`config.mk`:
```
export PLATFORM = sky130hd
export DESIGN_NAME = rv32_fetch
export DESIGN_NICKNAME = d
export VERILOG_FILES = /design/src/rtl/rv32_fetch.sv
export SDC_FILE = /design/constraint.sdc
export NUM_CORES = 1
export LEC_CHECK = 0
export CAP_MARGIN = 5
export CORE_MARGIN = 2
export CORE_UTILIZATION = 52
export CTS_CLUSTER_DIAMETER = 150
export DETAILED_ROUTE_END_ITERATION = 10
export PLACE_DENSITY = 0.81
export SYNTH_ARGS = -nofsm -noshare
export SYNTH_HDL_FRONTEND = slang
export SYNTH_SLANG_ARGS = --single-unit
```
`constraint.sdc`:
```
create_clock -name clk -period 3.9 [get_ports clk]
set_clock_uncertainty 0.15 [all_clocks]
set_input_delay 0.585 -clock clk [delete_from_list [all_inputs] [get_ports clk]]
set_output_delay 0.585 -clock clk [all_outputs]
set_load 0.03 [all_outputs]
```
`src/rtl/rv32_fetch.sv`:
```
// Instruction fetch front end: owns the fetch PC, issues fixed-latency word reads,
// buffers returned instructions for decode and squashes stale work on redirect.
module rv32_fetch #(
  parameter logic [31:0] RESET_PC  = 32'h0000_0000,
  parameter int          BUF_DEPTH = 2
) (
  input  logic        clk,
  input  logic        rst,
  input  logic        rv32_fetch_en,
  input  logic        rv32_redirect,
  input  logic [31:0] rv32_redirect_pc,
  output logic        rv32_imem_req,
  output logic [31:0] rv32_imem_addr,
  input  logic        rv32_imem_rvalid,
  input  logic [31:0] rv32_imem_rdata,
  output logic        rv32_instr_valid,
  input  logic        rv32_instr_ready,
  output logic [31:0] rv32_instr,
  output logic [31:0] rv32_instr_pc,
  output logic        rv32_fetch_err
);

  localparam int PW = $clog2(BUF_DEPTH);
  localparam int CW = PW + 1;

  typedef enum logic [1:0] {S_IDLE, S_FETCH, S_HALT} state_t;

  state_t          r_state;
  state_t          w_state_next;
  logic [31:0]     r_pc;
  logic [31:0]     w_pc_next;
  logic            r_inflight;
  logic [31:0]     r_inflight_pc;
  logic [CW-1:0]   r_count;
  logic [PW-1:0]   r_rd_ptr;
  logic [PW-1:0]   r_wr_ptr;
  logic            r_err;
  logic [31:0]     r_buf_instr [BUF_DEPTH];
  logic [31:0]     r_buf_pc    [BUF_DEPTH];

  logic            w_redirect;
  logic            w_misaligned;
  logic [CW-1:0]   w_occ;
  logic            w_issue;
  logic            w_push;
  logic            w_pop;
  logic            w_valid;

  // A halted front end ignores redirects entirely; only reset recovers it.
  assign w_redirect   = rv32_redirect && (r_state != S_HALT);
  assign w_misaligned = (rv32_redirect_pc[1:0] != 2'b00);
  assign w_occ        = r_count + CW'(r_inflight);
  assign w_valid      = (r_count != '0);

  // Counting the outstanding read as occupied guarantees a landing slot for every response.
  assign w_issue = (r_state == S_FETCH) && rv32_fetch_en && !rv32_redirect &&
                   (w_occ < CW'(BUF_DEPTH));
  assign w_push  = rv32_imem_rvalid && r_inflight && !w_redirect;
  assign w_pop   = w_valid && rv32_instr_ready && !w_redirect;

  always_comb begin
    w_state_next = r_state;
    case (r_state)
      S_IDLE: begin
        if (w_redirect) begin
          w_state_next = w_misaligned ? S_HALT : S_IDLE;
        end else if (rv32_fetch_en) begin
          w_state_next = S_FETCH;
        end
      end
      S_FETCH: begin
        if (w_redirect && w_misaligned) begin
          w_state_next = S_HALT;
        end else if (!rv32_fetch_en) begin
          w_state_next = S_IDLE;
        end
      end
      S_HALT:  w_state_next = S_HALT;
      default: w_state_next = S_IDLE;
    endcase
  end

  always_comb begin
    w_pc_next = r_pc;
    if (w_redirect) begin
      if (!w_misaligned) begin
        w_pc_next = rv32_redirect_pc;
      end
    end else if (w_issue) begin
      w_pc_next = r_pc + 32'd4;
    end
  end

  always_ff @(posedge clk or posedge rst) begin
    if (rst) begin
      r_state       <= S_IDLE;
      r_pc          <= RESET_PC;
      r_inflight    <= 1'b0;
      r_inflight_pc <= '0;
      r_count       <= '0;
      r_rd_ptr      <= '0;
      r_wr_ptr      <= '0;
      r_err         <= 1'b0;
    end else begin
      r_state <= w_state_next;
      r_pc    <= w_pc_next;
      if (w_redirect) begin
        r_inflight <= 1'b0;
        r_count    <= '0;
        r_rd_ptr   <= '0;
        r_wr_ptr   <= '0;
        if (w_misaligned) begin
          r_err <= 1'b1;
        end
      end else begin
        if (w_issue) begin
          r_inflight    <= 1'b1;
          r_inflight_pc <= r_pc;
        end else if (rv32_imem_rvalid) begin
          r_inflight <= 1'b0;
        end
        r_count  <= r_count + CW'(w_push) - CW'(w_pop);
        r_rd_ptr <= r_rd_ptr + PW'(w_pop);
        r_wr_ptr <= r_wr_ptr + PW'(w_push);
      end
    end
  end

  // Buffer storage carries no reset; the head is masked whenever the buffer is empty.
  generate
    for (genvar gi = 0; gi < BUF_DEPTH; gi++) begin : g_entry
      always_ff @(posedge clk) begin
        if (w_push && (r_wr_ptr == PW'(gi))) begin
          r_buf_instr[gi] <= rv32_imem_rdata;
          r_buf_pc[gi]    <= r_inflight_pc;
        end
      end
    end
  endgenerate

  assign rv32_imem_req    = w_issue;
  assign rv32_imem_addr   = r_pc;
  assign rv32_instr_valid = w_valid;
  assign rv32_instr       = w_valid ? r_buf_instr[r_rd_ptr] : 32'd0;
  assign rv32_instr_pc    = w_valid ? r_buf_pc[r_rd_ptr]    : 32'd0;
  assign rv32_fetch_err   = r_err;

endmodule

```
* After elaboration in Yosys (flattened, before gate mapping)
Memories as Yosys holds them, arrays and structs flattened. Index checks and enable logic that the tools add are counted.
Word-level totals: register bits 72, word-level logic and storage cells 76, RAM bits 128, input bits 70, memories kept 2
Memories:
- r_buf_instr | words 2, width 32, rd ports 1, clocked after memory_dff 0, wr ports 1, RTL line 38 | logic [31:0] r_buf_instr [BUF_DEPTH];
- r_buf_pc | words 2, width 32, rd ports 1, clocked after memory_dff 0, wr ports 1, RTL line 39 | logic [31:0] r_buf_pc [BUF_DEPTH];
Operators by class: order comparisons 1, reductions and logical operators 24, bitwise logic cells 2, mux-type cells 27, add/sub/neg operators 6, equal/unequal tests 6
Operator list (number):
- two-way mux 32 bit | 7
- OR reduction 32 bit | 2
- adder 32 x 3 -> 32 bit, second input constant | 1
- two-way mux 1 bit | 13
- two-way mux 2 bit | 6
- logical AND 1 bit | 11
- AND reduction 2 bit | 4
- case mux 2 bit (3 select lines) | 1
- nonzero test 2 bit | 3
- adder 2 x 1 -> 2 bit | 2
- != test 2 bit, second input constant | 2
- != test 3 x 2 -> 1 bit, second input constant | 1
- != test 3 bit, second input constant | 1
- nonzero test 3 bit | 1
- adder 1 bit | 2
- == test 2 x 1 -> 1 bit, second input constant | 1
- == test 2 bit, second input constant | 1
- logical NOT 1 bit | 2
- logical NOT 2 bit | 1
- < comparator 2 bit, second input constant | 1
- inverter 1 bit | 2
- subtractor 2 x 1 -> 2 bit | 1

* Longest topological paths before layout
depth after elaboration 9, gate-level depth with buffers 11

* Worst setup path after synthesis
OpenSTA, ideal clock, no wires.
path type input to register, from in rv32_redirect, to mem r_buf_instr[1][0] (enable), setup time 0.429 ns, stages 4, slack 0.560 ns, path buffers 1, arrival time 2.761 ns, cells stage by stage nand2_1 > clkbuf_1 > and3_1 > ha_1
Between the ends: cells in the longest elaborated chain, start to end 8, elaborated cells on any way between the ends 12, those cells by class mux (6); reduce/logical (6)
RTL lines:
- start: declaration | RTL line 10 | input logic rv32_redirect,
- logical AND 1 bit (*) | RTL line 50 | assign w_redirect = rv32_redirect && (r_state != S_HALT);
- logical NOT 1 bit (*) | RTL line 58 | assign w_push = rv32_imem_rvalid && r_inflight && !w_redirect;
- logical AND 1 bit (*) | RTL line 58
- logical AND 1 bit | RTL line 133 | if (w_push && (r_wr_ptr == PW'(gi))) begin
- two-way mux 1 bit | RTL line 133
- two-way mux 1 bit (not written as such) | RTL line 134 | r_buf_instr[gi] <= rv32_imem_rdata;
- OR reduction 32 bit (no source line)
- two-way mux 1 bit (no source line)
- end: declaration | RTL line 38
Every way passes the cells marked *; elsewhere a longest branch is shown, timed or not.

* Worst setup path after layout
from reg r_rd_ptr, to out rv32_instr_pc[6]
Between the ends: cells in the longest elaborated chain, start to end 2
RTL lines:
- start: declaration | RTL line 35 | logic [PW-1:0] r_rd_ptr;
- start signal: assignment | RTL line 123 | r_rd_ptr <= r_rd_ptr + PW'(w_pop);
- memory read (2 x 32 bit)
- two-way mux 32 bit | RTL line 145 | assign rv32_instr_pc = w_valid ? r_buf_pc[r_rd_ptr] : 32'd0;
- end: declaration | RTL line 19 | output logic [31:0] rv32_instr_pc,
Every way passes these cells.

==> impl_metrics.tcl <==
set metrics [dict create \
    setup.worst_path.end "rv32_instr_pc[6]" \
    p_leak_nw 4.20 \
    grt_pass1_wl_um 30600 \
    placed_cell_area_sq_um 10300 \
    final_common_cell "clkdlybuf4s50_1" \
    period_minus_slack_ps 3410 \
    place_congestion 0.827 \
    rows 46 \
    fp.dieH_um 131 \
    yosysUniqueCellTypes 50 \
    portBuffers 168 \
    r2r-end "rv32_imem_addr[9]" \
    drt-total-wl_um 19600 \
    cts_tree "yes" \
    ys.flop_type "edfxtp_1" \
    final_area_sq_um 10800 \
    viasPerCell 5.56 \
    layout_common_cells "167 x clkdlybuf4s50_1, 128 x edfxtp_1, 97 x nand2_1, 97 x nor2_1, 71 x dfrtp_1" \
    setup_viol 0 \
    stdcell_count 1068 \
    nets 914 \
    hold_path.class "register to register" \
    diodes 0 \
    critPathKind "register to primary output" \
    slew-limit-headroom_pct 35.0 \
    peakVddDrop_uv 645 \
    cts_hold_buf 0 \
    arrival_ps 2680 \
    start_util_pct 53.0 \
    cp-startpoint "r_rd_ptr" \
    avgSynthCellArea_sq_um 12.3 \
    yosysWarnings 0 \
    end_kind "primary output" \
    cp.required_ps 3160 \
    cap_violations 0 \
    drc_errors 0 \
    root_buffer "clkbuf_16" \
    rsz0062_at_grt "no" \
    syn_nets 760 \
    worst_slew_pin_slew_ps 975 \
    hold_ws_ps 319 \
    period_share_pct 87.4 \
    drt-pass1-iter-count 6 \
    drtIter0Drc 413 \
    grt_max_degree 73 \
    vias 5943 \
    syn_to_final_growth_pct 29.2 \
    cp_max_fo 42 \
    io_pins 169 \
    dieArea_sq_um 17200 \
    slew_viol_final 0 \
    hpwl_um 12600 \
    synth-seq-cells 200 \
    clock.fmax_mhz 293 \
    antenna_found_initial 0 \
    die_w_um 131 \
    startpoint_type "register" \
    hold_depth 0 \
    clockBufferDepth 2 \
    postRouteAntennaNets 0 \
    r2r_cells 7 \
    cts.htree.levels 4 \
    p_total_w 0.00738 \
    ys_async_sr_fraction_pct 36.0 \
    rr_startpoint "r_count[1]" \
    postSynthCellCount 685 \
    grt_pass1_vias 5952 \
    yosysSeqAreaShare_pct 67.3 \
    fin_tns_setup_ps 0 \
    grt.overflow.total 0 \
    report.final.hold_viol_count 0 \
    clk-insertion-delay-late_ps 430 \
    cts.repair.resized 0 \
    track_usage_pct 23.4 \
    floorplan.core_area_sq_um 15800 \
    clock-sinks 200 \
    r2r_slack_ps 1160 \
    place_inst 1036 \
    cts_buffers 17 \
    outcome "finished, final reports clean" \
    num-fill-cells 1152 \
    wire_per_inst_um 18.4 \
    clk_pin_slew_ps 70 \
    synth_edf_count 128 \
    power_density_nw_per_um2 681 \
    netlist_area_sq_um 8390 \
    drive_gt1_share_pct 7.04 \
    cts_setup_buffers 0 \
]
[worst min path at each step]
stage                 startpoint               to  slack (ps)
3_3_place_gp   r_inflight_pc[17]  r_buf_pc[1][17]         300
4_1_cts        r_inflight_pc[21]  r_buf_pc[0][21]         320
5_1_grt        r_inflight_pc[21]  r_buf_pc[1][21]         330
3_5_place_dp   r_inflight_pc[21]  r_buf_pc[0][21]         310
6_report       r_inflight_pc[21]  r_buf_pc[1][21]         320
2_1_floorplan  r_inflight_pc[31]  r_buf_pc[0][31]         290
[state kept, by name, indices dropped and copies added, names as in the netlist]
name            count
r_buf_pc           64
r_wr_ptr            1
rv32_imem_addr     32
r_buf_instr        64
rv32_fetch_err      1
r_rd_ptr            1
r_state             2
r_count             2
r_inflight          1
r_inflight_pc      32
[final cells by class]
cell class / count / area [sq um] / share of cell area [%]
flip-flops and latches: 200 / 5650 / 52.1
inverters: 9 / 33.8 / 0.311
clock inverters: 14 / 139 / 1.28
clock buffers: 18 / 429 / 3.96
well taps: 216 / 270 / 2.49
multi-input cells: 434 / 2560 / 23.7
repair buffers: 177 / 1760 / 16.2
[metrics by stage]
stage               utilization (%)  worst slack [ps]
floorplan                         -               560
global placement               64.9               851
detailed placement             64.9               684
CTS                            68.5               480
global route                   68.5               388
finish                         68.5               490
[cells by family (layout without fill, tap and decap cells)]
group	after synthesis	after routing	synth area share (%)
simple gates	270	270	14.2
flops	200	200	67.3
compound gates	87	87	6.48
mux	69	69	8.29
buf+inv	51	218	2.70
fa+ha+maj	5	5	0.745
xor+xnor	3	3	0.313
[per-layer routing]
layer	track usage [%]	routed length [um]	vias to the layer above
li1	-	-	2769
met1	28.4	7790	2887
met2	41.8	10200	263
met3	4.52	1350	24
met4	8.20	275	0
met5	0	0	-
[Yosys cell counts, types with 3 or more instances]
cell	count	area (sq um)
a211oi_1	4	30.0
a21oi_1	26	130
a2bb2oi_1	4	35.0
a31oi_1	8	50.1
and2_1	5	31.3
and3_1	7	43.8
and3_2	3	22.5
and4_1	3	26.3
buf_1	9	33.8
buf_6	4	45.0
clkbuf_1	25	93.8
dfrtp_1	72	1800
edfxtp_1	128	3840
ha_1	5	62.6
inv_1	9	33.8
mux2_2	4	45.0
mux2i_1	65	651
nand2_1	97	364
nand2b_1	4	25.0
nand3_1	15	75.1
nand4_1	12	75.1
nor2_1	98	368
nor3_1	13	65.1
nor4_1	4	25.0
o21ai_0	20	100
o22a_1	4	35.0
o22ai_1	5	31.3
or4_1	3	22.5
[worst max-delay path, cell delays in order, from the launching register on]
cell and delay (ps):
dfrtp_4 970, buf_4 310, mux2i_1 230, nor2_1 60
clkdlybuf4s50_1 640
[where the power goes]
group / switching, W / internal (W)
sequential: 0.000449 / 0.00253
combinational: 0.00157 / 0.00114
clock: 0.000796 / 0.000898
Power figures use the tool's default switching activity.
